## config.mk

```make
export PLATFORM = sky130hd
export DESIGN_NAME = mdr_mem_if
export DESIGN_NICKNAME = d
export VERILOG_FILES = /design/src/rtl/mdr_pkg.sv /design/src/rtl/mdr_lane_align.sv /design/src/rtl/mdr_mem_if.sv
export SDC_FILE = /design/constraint.sdc
export NUM_CORES = 1
export LEC_CHECK = 0
export CAP_MARGIN = 20
export CORE_UTILIZATION = 39
export CTS_BUF_LIST = sky130_fd_sc_hd__clkbuf_8
export DETAILED_ROUTE_END_ITERATION = 12
export PLACE_DENSITY = 0.79
export SLEW_MARGIN = 15
export SYNTH_ARGS = -nofsm -noshare
export SYNTH_HDL_FRONTEND = slang
export SYNTH_SLANG_ARGS = --single-unit
```

## constraint.sdc

```tcl
create_clock -name clock -period 3.1 [get_ports clock]
set_input_delay 0.31 -clock clock [delete_from_list [all_inputs] [get_ports clock]]
set_output_delay 0.31 -clock clock [all_outputs]
set_load 0.01 [all_outputs]
```

## src/rtl/mdr_pkg.sv

```systemverilog
// Shared types for the memory data register: access sizes and FSM states.
package mdr_pkg;

  typedef enum logic [1:0] {
    SZ_BYTE = 2'b00,
    SZ_HALF = 2'b01,
    SZ_WORD = 2'b10,
    SZ_FULL = 2'b11
  } size_t;

  typedef enum logic [1:0] {
    IDLE  = 2'b00,
    READ  = 2'b01,
    WRITE = 2'b10
  } mdr_state_t;

  // Number of bytes touched by an access of the given size.
  function automatic int size_bytes(input size_t sz, input int nb);
    case (sz)
      SZ_BYTE: size_bytes = 1;
      SZ_HALF: size_bytes = 2;
      SZ_WORD: size_bytes = 4;
      default: size_bytes = nb;
    endcase
  endfunction

endpackage

```

## src/rtl/mdr_lane_align.sv

```systemverilog
// Byte-lane steering for the MDR: byte enables, misalignment detection,
// read extract/extend and write-data replication. Purely combinational.
module mdr_lane_align
  import mdr_pkg::*;
#(
  parameter  int DATA_WIDTH = 32,
  localparam int NB         = DATA_WIDTH / 8,
  localparam int LANE_W     = $clog2(NB)
) (
  input  size_t                 size,
  input  logic                  sign_ext,
  input  logic [LANE_W-1:0]     addr_lo,
  input  logic [DATA_WIDTH-1:0] mdr,
  input  logic [DATA_WIDTH-1:0] rdata,
  output logic [NB-1:0]         be,
  output logic                  misalign,
  output logic [DATA_WIDTH-1:0] rdata_ext,
  output logic [DATA_WIDTH-1:0] wdata
);

  logic [DATA_WIDTH-1:0] sh;
  logic                  fill;
  int                    nbytes;
  int                    lo;

  // Right-align the addressed lanes so the low bits hold the operand.
  assign sh = rdata >> {addr_lo, 3'b000};

  // Size decode: lane count, alignment rule and the sign bit of the operand.
  always_comb begin
    nbytes   = size_bytes(size, NB);
    lo       = int'(addr_lo);
    misalign = 1'b0;
    fill     = 1'b0;
    case (size)
      SZ_BYTE: fill = sh[7];
      SZ_HALF: begin misalign = addr_lo[0];    fill = sh[15]; end
      SZ_WORD: begin misalign = |addr_lo[1:0]; fill = sh[31]; end
      default: misalign = |addr_lo;
    endcase
  end

  // Lane enables: a contiguous run of nbytes lanes starting at the offset.
  always_comb begin
    be = '0;
    for (int i = 0; i < NB; i++)
      be[i] = (i >= lo) && (i < lo + nbytes);
  end

  // Keep the operand bits, fill the rest with sign or zero.
  always_comb begin
    rdata_ext = sh;
    for (int i = 0; i < DATA_WIDTH; i++)
      if (i >= nbytes * 8) rdata_ext[i] = sign_ext & fill;
  end

  // Replicate the low operand across the bus so any lane choice sees it.
  always_comb begin
    case (size)
      SZ_BYTE: wdata = {NB{mdr[7:0]}};
      SZ_HALF: wdata = {(NB/2){mdr[15:0]}};
      SZ_WORD: wdata = {(NB/4){mdr[31:0]}};
      default: wdata = mdr;
    endcase
  end

endmodule

```

## src/rtl/mdr_mem_if.sv

```systemverilog
// Memory data register with a req/ready handshake engine. Holds one bus-wide
// operand, runs single read/write transactions with lane selection, and
// aborts on misalignment or slave timeout.
module mdr_mem_if
  import mdr_pkg::*;
#(
  parameter  int                    DATA_WIDTH = 32,
  parameter  logic [DATA_WIDTH-1:0] INIT       = '0,
  parameter  int                    TIMEOUT    = 16,
  localparam int                    LANE_W     = $clog2(DATA_WIDTH / 8)
) (
  input  logic                    clock,
  input  logic                    clear,
  input  logic                    mdrin,
  input  logic [DATA_WIDTH-1:0]   BusMuxOut,
  input  logic                    read,
  input  logic                    write,
  input  logic [1:0]              size,
  input  logic                    sign_ext,
  input  logic [LANE_W-1:0]       addr_lo,
  output logic                    mem_req,
  output logic                    mem_we,
  output logic [DATA_WIDTH/8-1:0] mem_be,
  output logic [DATA_WIDTH-1:0]   mem_wdata,
  input  logic [DATA_WIDTH-1:0]   mem_rdata,
  input  logic                    mem_ready,
  output logic [DATA_WIDTH-1:0]   MDROut,
  output logic                    busy,
  output logic                    done,
  output logic                    error
);

  localparam int CW = (TIMEOUT > 2) ? $clog2(TIMEOUT) : 1;
  localparam logic [CW-1:0] TO_LAST = CW'((TIMEOUT > 0) ? TIMEOUT - 1 : 0);

  mdr_state_t             state;
  logic [DATA_WIDTH-1:0]  mdr;
  logic [CW-1:0]          cnt;
  size_t                  lat_size;
  logic                   lat_sext;
  logic [LANE_W-1:0]      lat_lo;

  logic                   idle;
  size_t                  acc_size;
  logic                   acc_sext;
  logic [LANE_W-1:0]      acc_lo;
  logic [DATA_WIDTH/8-1:0] be;
  logic                   misalign;
  logic [DATA_WIDTH-1:0]  rdata_ext;
  logic [DATA_WIDTH-1:0]  wdata;

  // In IDLE the aligner checks the incoming request; afterwards it works
  // from the latched attributes so outputs hold for the whole request.
  assign idle     = (state == IDLE);
  assign acc_size = idle ? size_t'(size) : lat_size;
  assign acc_sext = idle ? sign_ext : lat_sext;
  assign acc_lo   = idle ? addr_lo  : lat_lo;

  mdr_lane_align #(.DATA_WIDTH(DATA_WIDTH)) u_align (
    .size      (acc_size),
    .sign_ext  (acc_sext),
    .addr_lo   (acc_lo),
    .mdr       (mdr),
    .rdata     (mem_rdata),
    .be        (be),
    .misalign  (misalign),
    .rdata_ext (rdata_ext),
    .wdata     (wdata)
  );

  assign busy      = !idle;
  assign mem_req   = (state == READ) || (state == WRITE);
  assign mem_we    = (state == WRITE);
  assign mem_be    = mem_req ? be : '0;
  assign mem_wdata = wdata;
  assign MDROut    = mdr;

  // Transaction FSM with timeout counter and done/error flags.
  always_ff @(posedge clock or posedge clear) begin
    if (clear) begin
      state    <= IDLE;
      cnt      <= '0;
      done     <= 1'b0;
      error    <= 1'b0;
      lat_size <= SZ_BYTE;
      lat_sext <= 1'b0;
      lat_lo   <= '0;
    end else begin
      done <= 1'b0;
      case (state)
        IDLE: begin
          if (read || write) begin
            lat_size <= size_t'(size);
            lat_sext <= sign_ext;
            lat_lo   <= addr_lo;
            cnt      <= '0;
            error    <= misalign;
            if (misalign) done  <= 1'b1;
            else          state <= read ? READ : WRITE;
          end
        end
        READ, WRITE: begin
          if (mem_ready) begin
            state <= IDLE;
            done  <= 1'b1;
          end else if (TIMEOUT != 0 && cnt == TO_LAST) begin
            state <= IDLE;
            done  <= 1'b1;
            error <= 1'b1;
          end else begin
            cnt <= cnt + 1'b1;
          end
        end
        default: state <= IDLE;
      endcase
    end
  end

  // MDR: bus load only when idle; read data lands on the completing edge.
  always_ff @(posedge clock or posedge clear) begin
    if (clear)                         mdr <= INIT;
    else if (idle && mdrin)            mdr <= BusMuxOut;
    else if (state == READ && mem_ready) mdr <= rdata_ext;
  end

endmodule

```

==> flow_metrics.tcl <==
set metrics [dict create \
    worstSetupEndpointType "primary output" \
    rows 33 \
    synth_xor_area_share_pct 0.5080 \
    dp_hpwl_um 9643 \
    synthArstFlopShare_pct 100.0 \
    worst_pin_slew_ps 931.5 \
    synth-main-ff-cell "dfrtp_1" \
    post_cts_buffers 0 \
    grt_pass1_wl_um 18760 \
    diodes 0 \
    grt_setup_unrepaired "yes" \
    cp-start-kind "flip-flop" \
    syn_area_um2 3448 \
    start_util_pct 41.14 \
    htree_levels 2 \
    synth_cells 406 \
    syn_nets 489 \
    avgSynthCellArea_um2 8.493 \
    final_common_cell "clkdlybuf4s50_1" \
    grt_use_total_pct 27.26 \
    mostFrequentLayoutCells "clkdlybuf4s50_1, nand2_1, dfrtp_1, buf_4, nor2_1" \
    numPortBuffers 147 \
    finalWirelength_um 12680 \
    multiInputGateArea_um2 2123 \
    yosysSeqAreaShare_pct 32.66 \
    drt-initial-drc-count 220 \
    grt_pass1_vias 3568 \
    hp-class "in -> async" \
    crit_required_ps 2790 \
    fin_crit_sh_pct 96.62 \
    fmaxAchievable_mhz 333.9 \
    startpoint "state[1]" \
    timing.final.ws_setup_ps 104.7 \
    layout.cells.non_filler 661 \
    nets 640 \
    place_congestion 0.9738 \
    area_growth_pct 50.51 \
    synthAdderAreaFrac_pct 3.120 \
    crit_path_max_fanout 8 \
    register_area_um2 1126 \
    wl_per_cell_um 19.18 \
    ctsHoldBuffers 0 \
    die_h_um 96.03 \
    pre_cts_ws_ps -160.5 \
    outcome "complete, no violations" \
    vias 3785 \
    power_mw 5.528 \
    grt_max_degree 46 \
    synth_mux_area_share_pct 11.83 \
    io_pins 148 \
    ys_seq_elements 45 \
    cts_made_buffers 5 \
    die_x_um 96.03 \
    pwr_density_cell_nw_per_um2 1065 \
    maxCapViolations 0 \
    max-slew-margin-rel_pct 37.69 \
    antenna_found_initial 0 \
    skew_ps 4.752 \
    post-route-min-period_ps 2995 \
    fillCellCount 720 \
    die_area_um2 9222 \
    hold_viol_final 0 \
    cts_sinks 45 \
    synth_compound_gate_area_share_pct 25.33 \
    dr.pass1.iters 5 \
    grt_overflow 0 \
    via_per_inst 5.726 \
    core_um2 8382 \
    synth_edf_count 0 \
    drc_errors 0 \
    ir_drop_mv 0.5541 \
    crit_type "reg -> out" \
    finalSetupTns_ps 0 \
    dp_cells 655 \
    drive_gt1_share_pct 15.29 \
    leakage_nw 2.165 \
    cts-root-buf "clkbuf_8" \
    yosys_warnings 0 \
    tritoncts "built" \
    maxSlewViolCount 0 \
    synth_top_family_by_area "compound AO/OA/AOI/OAI gates" \
    clkLatencyLatePin_ps 300 \
    cts.clk_slew.worst_paths_ps 80 \
    post_dp_cell_area_um2 5104 \
    worstPathArrival_ps 2690 \
    reg2reg_from "state[1]" \
    stdcell_area_um2 5190 \
    synthSimpleGateAreaFrac_pct 19.88 \
    drtAntennaViolNets 0 \
    cts_buffer_depth 2 \
    ys_types 50 \
    setup_viol 0 \
]
==> area by class of cell <==
type	instances	share of cell area [%]
multi-input cells	317	40.91
repair buffers	177	32.64
clock buffers	5	1.326
flip-flops and latches	45	21.70
inverters	11	0.7956
well taps	105	2.531
clock inverters	1	0.09643
==> metrics by stage <==
step	hold WS (ps)	utilization [%]
floorplan	440.8	-
global placement	508.1	60.89
detailed placement	515.5	60.89
CTS	491.4	61.99
global route	537.2	61.92
finish	459.5	61.92
==> power breakdown <==
| part | switching, mW | leakage, nW | internal (mW) |
|---|---|---|---|
| Clock | 0.197 | 0.0399 | 0.149 |
| Combinational | 1.92 | 1.60 | 2.04 |
| Sequential | 0.340 | 0.526 | 0.872 |
==> metal layers <==
layer	global-route usage, %	part of all wire (%)
met5	0	0
met4	10.32	2.4
met3	3.791	7.5
met2	41.31	47
met1	39.14	43
==> timing repair <==
item / 4_1_cts / 5_1_grt
endpoints found under the hold margin: 0 / 0
endpoints found under the setup margin: 3 / 3
gates resized for setup: 9 / 6
pin swaps: 1 / 1
==> logic make-up (layout without fill, tap and decap cells) <==
kind of cell / after synthesis / in the layout
AND/OR/NAND/NOR: 152 / 152
buffers and inverters: 44 / 194
XOR/XNOR: 2 / 2
AO/OA/AOI/OAI: 118 / 118
flip-flops: 45 / 45
multiplexers: 37 / 37
adder cells (fa/ha/maj): 8 / 8
==> worst paths after layout <==
path | end | cells after the start | slack [ps]
max | mem_be[1] | 10 | 100
min | error | 3 | 460
max reg2reg | MDROut[29] | 10 | 410
min reg2reg | lat_sext | 1 | 540
max in group asynchronous | MDROut[28] | 3 | 2230
min in group clock | lat_sext | 1 | 540
==> synth_stat cells, drive strengths merged, types with 2 or more instances <==
cell / count / share of area, %
nand2: 82 / 8.9
dfrtp: 45 / 33
nor2: 25 / 2.7
o22ai: 25 / 4.7
a21oi: 22 / 3.2
mux2: 21 / 6.9
buf: 20 / 4.0
a211oi: 18 / 5.4
mux2i: 16 / 5.0
clkbuf: 13 / 1.5
inv: 11 / 1.2
o21ai: 11 / 1.6
a31oi: 10 / 1.8
a221oi: 9 / 2.3
nor3: 9 / 1.3
nor2b: 8 / 1.5
o211ai: 8 / 1.7
a21o: 7 / 1.5
ha: 7 / 2.5
nand3: 7 / 1.0
nor3b: 6 / 1.3
nand2b: 3 / 0.54
or2: 3 / 0.54
and3b: 2 / 0.51
xor2: 2 / 0.51
==> critical path, stage by stage (launching register included) <==
cell,delay (ps)
dfrtp_1,380
inv_1,110
ha_4,200
buf_4,170
nor3b_1,70
or2_2,320
fa_1,420
mux2_2,300
buf_4,140
a21oi_1,130
clkbuf_2,140
==> flip-flops by register name, indices dropped and copies added (netlist names) <==
name	count
error	1
MDROut	32
state	2
lat_lo	2
lat_size	2
done	1
cnt	4
lat_sext	1
(Power assumes the default switching activity.)
